### config.mk
export PLATFORM = sky130hd
export DESIGN_NAME = ccm_ctr_block_gen
export DESIGN_NICKNAME = d
export VERILOG_FILES = /design/src/rtl/ccm_ctr_block_gen.sv
export SDC_FILE = /design/constraint.sdc
export NUM_CORES = 1
export LEC_CHECK = 0
export BUFFER_PORTS_ARGS = -buffer_cell sky130_fd_sc_hd__buf_2
export CAP_MARGIN = 15
export CORE_AREA = 2 2 198 200
export DETAILED_ROUTE_END_ITERATION = 7
export DIE_AREA = 0 0 200 202
export PLACE_DENSITY = 0.69
export SLEW_MARGIN = 25
export SYNTH_ARGS = -nofsm -noshare
export SYNTH_HDL_FRONTEND = slang
export SYNTH_SLANG_ARGS = --single-unit
### constraint.sdc
create_clock -name clk -period 2 [get_ports clk]
set_input_delay 0.1 -clock clk [delete_from_list [all_inputs] [get_ports clk]]
set_output_delay 0.1 -clock clk [all_outputs]
set_load 0.1 [all_outputs]
### src/rtl/ccm_ctr_block_gen.sv
// CCM counter-block generator: issues {flag, nonce, count} blocks to an AES core
// on request and forwards the resulting ciphertext as keystream blocks.
module ccm_ctr_block_gen #(
    parameter int  WIDTH_NONCE = 100,
    parameter int  WIDTH_FLAG  = 8,
    parameter int  WIDTH_COUNT = 20,
    localparam int WIDTH_KEY   = WIDTH_NONCE + WIDTH_FLAG + WIDTH_COUNT
) (
    input  logic                   clk,
    input  logic                   kill,
    input  logic                   start,
    input  logic [WIDTH_NONCE-1:0] nonce,
    input  logic [WIDTH_FLAG-1:0]  flag,
    input  logic                   block_req,
    input  logic                   last_in,
    input  logic                   aes_ready,
    input  logic [WIDTH_KEY-1:0]   aes_out_data,
    input  logic                   aes_out_en,
    output logic [WIDTH_KEY-1:0]   aes_in_data,
    output logic                   aes_in_en,
    output logic [WIDTH_KEY-1:0]   encrypt_data,
    output logic                   encrypt_en,
    output logic                   busy,
    output logic                   done,
    output logic                   ctr_err
);

    typedef enum logic [2:0] {
        IDLE,
        WAIT_REQ,
        ISSUE,
        WAIT_AES,
        ERROR
    } state_t;

    state_t                 state, state_nxt;
    logic [WIDTH_COUNT-1:0] count, count_nxt;
    logic                   wrap, wrap_nxt;
    logic                   last_pend, last_pend_nxt;
    logic [WIDTH_NONCE-1:0] nonce_q, nonce_nxt;
    logic [WIDTH_FLAG-1:0]  flag_q, flag_nxt;
    logic [WIDTH_KEY-1:0]   aes_in_data_nxt;
    logic                   aes_in_en_nxt;
    logic [WIDTH_KEY-1:0]   encrypt_data_nxt;
    logic                   encrypt_en_nxt;
    logic                   busy_nxt;
    logic                   done_nxt;
    logic                   ctr_err_nxt;

    always_comb begin
        // NOTE: every signal gets a default before the case so no path leaves it unassigned (no latches).
        state_nxt        = state;
        count_nxt        = count;
        wrap_nxt         = wrap;
        last_pend_nxt    = last_pend;
        nonce_nxt        = nonce_q;
        flag_nxt         = flag_q;
        aes_in_data_nxt  = aes_in_data;
        aes_in_en_nxt    = 1'b0;
        encrypt_data_nxt = encrypt_data;
        encrypt_en_nxt   = 1'b0;
        busy_nxt         = busy;
        done_nxt         = 1'b0;
        ctr_err_nxt      = ctr_err;

        if (busy && last_in) begin
            last_pend_nxt = 1'b1;
        end

        unique case (state)
            IDLE, ERROR: begin
                if (start) begin
                    nonce_nxt     = nonce;
                    flag_nxt      = flag;
                    count_nxt     = WIDTH_COUNT'(1);
                    wrap_nxt      = 1'b0;
                    last_pend_nxt = 1'b0;
                    ctr_err_nxt   = 1'b0;
                    busy_nxt      = 1'b1;
                    state_nxt     = WAIT_REQ;
                end
            end
            WAIT_REQ: begin
                if (block_req) begin
                    if (wrap) begin
                        ctr_err_nxt = 1'b1;
                        state_nxt   = ERROR;
                    end else begin
                        state_nxt = ISSUE;
                    end
                end
            end
            ISSUE: begin
                if (aes_ready) begin
                    aes_in_en_nxt   = 1'b1;
                    aes_in_data_nxt = {flag_q, nonce_q, count};
                    count_nxt       = count + WIDTH_COUNT'(1);
                    // The all-ones count is the last unique counter value for this nonce.
                    if (count == '1) begin
                        wrap_nxt = 1'b1;
                    end
                    state_nxt = WAIT_AES;
                end
            end
            WAIT_AES: begin
                if (aes_out_en) begin
                    encrypt_data_nxt = aes_out_data;
                    encrypt_en_nxt   = 1'b1;
                    // last_in arriving on the delivery cycle still ends the message.
                    if (last_pend || last_in) begin
                        done_nxt      = 1'b1;
                        busy_nxt      = 1'b0;
                        last_pend_nxt = 1'b0;
                        state_nxt     = IDLE;
                    end else begin
                        state_nxt = WAIT_REQ;
                    end
                end
            end
            default: state_nxt = IDLE;
        endcase
    end

    always_ff @(posedge clk) begin
        // NOTE: sequential state uses non-blocking assignments so all registers update from pre-edge values.
        if (kill) begin
            state        <= IDLE;
            count        <= '0;
            wrap         <= 1'b0;
            last_pend    <= 1'b0;
            nonce_q      <= '0;
            flag_q       <= '0;
            aes_in_data  <= '0;
            aes_in_en    <= 1'b0;
            encrypt_data <= '0;
            encrypt_en   <= 1'b0;
            busy         <= 1'b0;
            done         <= 1'b0;
            ctr_err      <= 1'b0;
        end else begin
            state        <= state_nxt;
            count        <= count_nxt;
            wrap         <= wrap_nxt;
            last_pend    <= last_pend_nxt;
            nonce_q      <= nonce_nxt;
            flag_q       <= flag_nxt;
            aes_in_data  <= aes_in_data_nxt;
            aes_in_en    <= aes_in_en_nxt;
            encrypt_data <= encrypt_data_nxt;
            encrypt_en   <= encrypt_en_nxt;
            busy         <= busy_nxt;
            done         <= done_nxt;
            ctr_err      <= ctr_err_nxt;
        end
    end

endmodule

# Yosys cells after proc, flatten, opt, wreduce, memory -nomap -nowiden
# Index checks and enable logic that the tools add are counted.
# W data, S select, Z words.
# totals
regBits,394
inputBits,243
output_inout_bits,261
elab_cells,76
# op_classes
addsub,1
n_eq_ne,12
muxes,29
bitwise_logic,3
reduce_logical,18
# ops
cell,count
$mux W20,2
$pmux W20 S2,1
$add A20 B1 Y20 const B,1
$eq A20 B20 Y1 const B,1
$mux W1,16
$reduce_and A4 Y1,4
$mux W3,5
$ne A2 B2 Y1 const B,7
$pmux W3 S4,1
$pmux W1 S2,4
$eq A3 B2 Y1 const B,2
$reduce_and A2 Y1,3
$reduce_bool A2 Y1,3
$reduce_or A2 Y1,3
$eq A3 B1 Y1 const B,1
$eq A3 B3 Y1 const B,1
$logic_not A3 Y1,1
$not A1 Y1,3
$reduce_and A3 Y1,1
$reduce_or A3 Y1,1
$logic_and A1 B1 Y1,1
$logic_or A1 B1 Y1,1

# Longest topological paths before layout
# depth
depth_word,5
ltp_mapped,7
mapped_depth_nobuf,5

# Worst setup path after synthesis
# No wires, ideal clock.
# synth_path
path_type,register -> register
startpoint,register count[3]
endpoint,register count[17]
setup_time_ps,71
t_arrival_ps,1473
required_ps,1929
path_slack_ps,456
path_stages_with_launch,6
path_buffers,1
period_less_slack_ps,1544
cell_sequence,dfxtp_1 -> clkbuf_2 -> and4_4 -> o2111ai_4 -> or4_1 -> a21oi_1
# synth_between
elab_chain_cells,3
# synth_rtl
element,line_no,source
from (decl),37,"logic [WIDTH_COUNT-1:0] count, count_nxt;"
from (signal assigned),142,count <= count_nxt;
$add A20 B1 Y20,97,count_nxt = count + WIDTH_COUNT'(1);
$mux W20,94,if (aes_ready) begin
$pmux W20 S2,70,unique case (state)
# Every way passes these cells. The select of a mux whose other input is x is not followed.
# A chain may end at the register's enable or synchronous reset.

# Worst setup path in the final report
# layout_path
startpoint,register state[1]
endpoint,register encrypt_data[125]
# layout_between
elab_chain_cells,2
# layout_rtl
element,line_no,source
from (decl),36,"state_t state, state_nxt;"
from (signal assigned),141,state <= state_nxt;
$eq A3 B2 Y1,70,
$reduce_and A2 Y1 (no source line),--,
to (signal assigned),149,encrypt_data <= encrypt_data_nxt;
to (decl),21,"output logic [WIDTH_KEY-1:0] encrypt_data,"
# Every way passes these cells.

==> results by group <==
Outcome
  – Status: completed

Placed design
  – Final weighted congestion in routability-driven placement: 0.8355
  – Buffers added on ports: 503
  – Half-perimeter wire length after detailed placement: 28.96 mm
  – Placed Instance Area: 0.01686 mm^2
  – Post-placement setup slack: 222.3 ps

Global route
  – Largest net degree at the start of global routing: 117
  – Vias in the first global route: 14.14k
  – Initial antenna violation count: 0
  – Final global-route overflow total: 0
  – Global-route wire length before repair: 72.29 mm
  – Overall global routing resource usage: 22.26%

Yosys
  – Number of enable-type register cells in the synthesized netlist: 0
  – FF+latch count, synth: 394
  – Post-Syn Area: 0.01382 mm^2
  – Async set or reset register ratio after synthesis: 0%
  – Most common flop cell mapped by yosys: dfxtp_1
  – Library cell with the largest summed area after synthesis: dfxtp_1
  – Synthesized Nets: 1989
  – Area share of the leading cell type in the synthesized netlist: 57.08%
  – Proportion of synthesized chip area in sequential cells: 57.08%
  – Top post-synthesis cells by area: dfxtp_1 (57%), nand2_1 (20%), a21oi_1 (14%), clkbuf_1 (2.2%), buf_2 (1.3%)
  – Cell with the most instances after synthesis: nand2_1
  – YS warnings: 0
  – Netlist cell types: 41
  – Avg Inst Size Synth: 7.919 um^2
  – Count of mapped cells out of synthesis: 1745
  – Commonest cells in the synthesized netlist: nand2_1 (736), dfxtp_1 (394), a21oi_1 (384)

Timing
  – Worst-case setup margin in the final layout: 191.1 ps
  – Maximum clock frequency: 0.5528 GHz
  – Final Hold Viols: 0
  – Count of endpoints failing setup in the final report: 0
  – Remaining max-slew budget at the tightest pin: 55.50%
  – Slew @ Worst Pin: 664.6 ps
  – Worst clock skew: 14.13 ps
  – Max Transition Viols Final: 0
  – Post-route clock period utilization: 90.44%
  – Unrepaired setup endpoints after global routing: false
  – Sum Neg Setup Slack: 0 ps
  – Min Clock Period, post-route: 1809 ps

Detailed routing
  – Vias per std cell: 4.858
  – DRC Markers: 0
  – Mean routed wirelength per cell: 15.77 um
  – Post-DRT Antenna Nets: 0
  – Count of routing violations after the opening detailed-route iteration: 920
  – Post-Route WL: 47.01 mm
  – Overall via count from detail_route: 14.48k
  – Iteration count of the initial detailed-routing pass: 5

Clocking
  – Maximum level of the CTS H-tree: 2
  – Max clock buf depth: 3
  – Reg clk slew, reported paths: 60 ps
  – PostCTS Resize Cnt: 0
  – Number of sinks handled by clock tree synthesis: 394
  – Buffer type at the clock tree root: clkbuf_16
  – Total CTS buffers: 42
  – Clock latency at the later pin of the worst-skew pair: 540 ps
  – Clock tree from TritonCTS: done

Floorplan
  – Floorplan die area: 0.04040 mm^2
  – Starting density of the core: 36.09%
  – Area of the core: 0.03829 mm^2
  – Horizontal die dimension: 200 um
  – Chip height: 202 um
  – Std cell rows: 72
  – Top-level port count: 504

Setup path
  – Slowest stage cell, crit path: dlygate4sd3_1
  – Data arrival time at the worst-slack endpoint: 2230 ps
  – Highest fanout seen on the critical path: 7
  – Reg2reg start: state[1]
  – Worst-path cell chain: nor2b_1 > buf_4 > nand3_4 > nand2_1 > a21oi_1 > dlygate4sd3_1
  – Req. time, crit path: 2420 ps
  – End of the worst register-to-register path: encrypt_data[125]
  – Worst Reg2Reg Path Length in Cells: 6
  – Class of the most critical setup path: flop to flop
  – Crit path capture type: flop
  – Worst-case register-to-register setup slack: 190 ps
  – CP peak stage delay: 570 ps
  – Sort of element at the start of the critical path: flop

Worst hold path
  – Hold Path Class: primary input to flop
  – Instance count along the most critical hold path: 3
  – Worst min-delay path startpoint: aes_ready
  – Hold Path Sink: state[0]

Power and ir drop
  – Switching power summed over all nets: 4.337 mW
  – VDD IR-drop max: 803.1 uV
  – Gate power share: 9.8%
  – Internal power consumption: 13.98 mW
  – Power density of the placed cells: 881.6 mW/mm^2
  – Fraction of power spent switching nets: 23.68%
  – Leakage power figure: 8.654 nW
  – Clock power frac: 45.6%
  – Sequential share of power: 44.6%

Flow run
  – Max capacitance violation total: 0

Final layout
  – Layout area overhead: 50.33%
  – Fin area: 0.02077 mm^2
  – Ratio of cells with drive above 1 in the final layout: 24.74%
  – Number of nets in the layout: 2676
  – Share of the core filled with cells in the final layout: 54.26%
## layout make-up
type	count	area, um^2
Antenna cell	1	2.502
Clock buffer	63	1274
Clock inverter	11	217.7
Fill cell	3337	17510
Inverter	3	11.26
Multi-Input combinational cell	1215	5376
Sequential cell	394	7888
Tap cell	518	648.1
Timing Repair Buffer	776	5358
## state kept, by name, indices dropped and copies added (netlist names)
name          cells
aes_in_data     128
aes_in_en         1
busy              1
count            20
ctr_err           1
done              1
encrypt_data    128
encrypt_en        1
flag_q            8
last_pend         1
nonce_q         100
state             3
wrap              1
## power by group through the flow
stage	Sequential, mW	Clock [mW]	Combinational (mW)
5_1_grt	8.19	8.87	1.93
2_1_floorplan	8.60	0	0.592
6_report	8.17	8.35	1.79
3_3_place_gp	8.33	0	1.37
4_1_cts	8.17	8.51	1.77
3_5_place_dp	8.34	0	1.39
## kinds of logic after synthesis
family,Yosys count,synth area share (%)
XOR/XNOR,6,0.3803
flip-flops,394,57.08
buffers and inverters,136,4.346
AO/OA/AOI/OAI,409,15.33
adder cells (fa/ha/maj),1,0.09052
AND/OR/NAND/NOR,799,22.78
## worst max-delay path: cells and delay by family, from the launching register on
kind,cells,cell delay (ps)
AO/OA/AOI/OAI,1,60
buffers and inverters,2,740
flip-flops,1,420
AND/OR/NAND/NOR,3,470
## cells in the final DEF, fill, tap and decap left out, drive strengths merged, types with 4 or more instances in the layout
| cell type | instances |
|---|---|
| or4 | 9 |
| or3 | 4 |
| o31ai | 8 |
| bufinv | 6 |
| nand3 | 7 |
| buf | 534 |
| dfxtp | 394 |
| o21ai | 6 |
| dlygate4sd3 | 242 |
| a21oi | 384 |
| inv | 4 |
| nand2 | 736 |
| nor2 | 17 |
| clkbuf | 63 |
## repair_timing
action	in CTS	in global routing
hold buffers	242	0
hold endpoints to repair	272	0
buffers inserted	0	0
## layer usage
layer,up-vias,GRT usage [%],share of wire (%)
met1,6662,25.89,40
met5,-,0,0
met3,163,6.624,8.6
met2,622,36.55,46
met4,0,12.20,5.2
li1,7034,-,-
## worst max path at each step
stage                  start                end  slack [ps]  cells after the start
finish              state[1]  encrypt_data[125]         190                      6
global placement    state[1]          count[13]         300                      5
CTS                 state[1]  encrypt_data[125]         190                      6
global route        state[1]  encrypt_data[125]          40                      6
floorplan           count[3]          count[17]         460                      5
detailed placement  state[1]           count[9]         220                      4
## per-stage QoR
step	std cells	hold WS [ps]	power (mW)
detailed placement	2664	345.4	9.729
CTS	2980	42.09	18.45
global placement	2664	340.8	9.703
finish	2981	75.06	18.32
floorplan	1745	236.0	9.196
global route	2980	87.80	19.00
No activity file was read; power rests on OpenSTA's default activity.
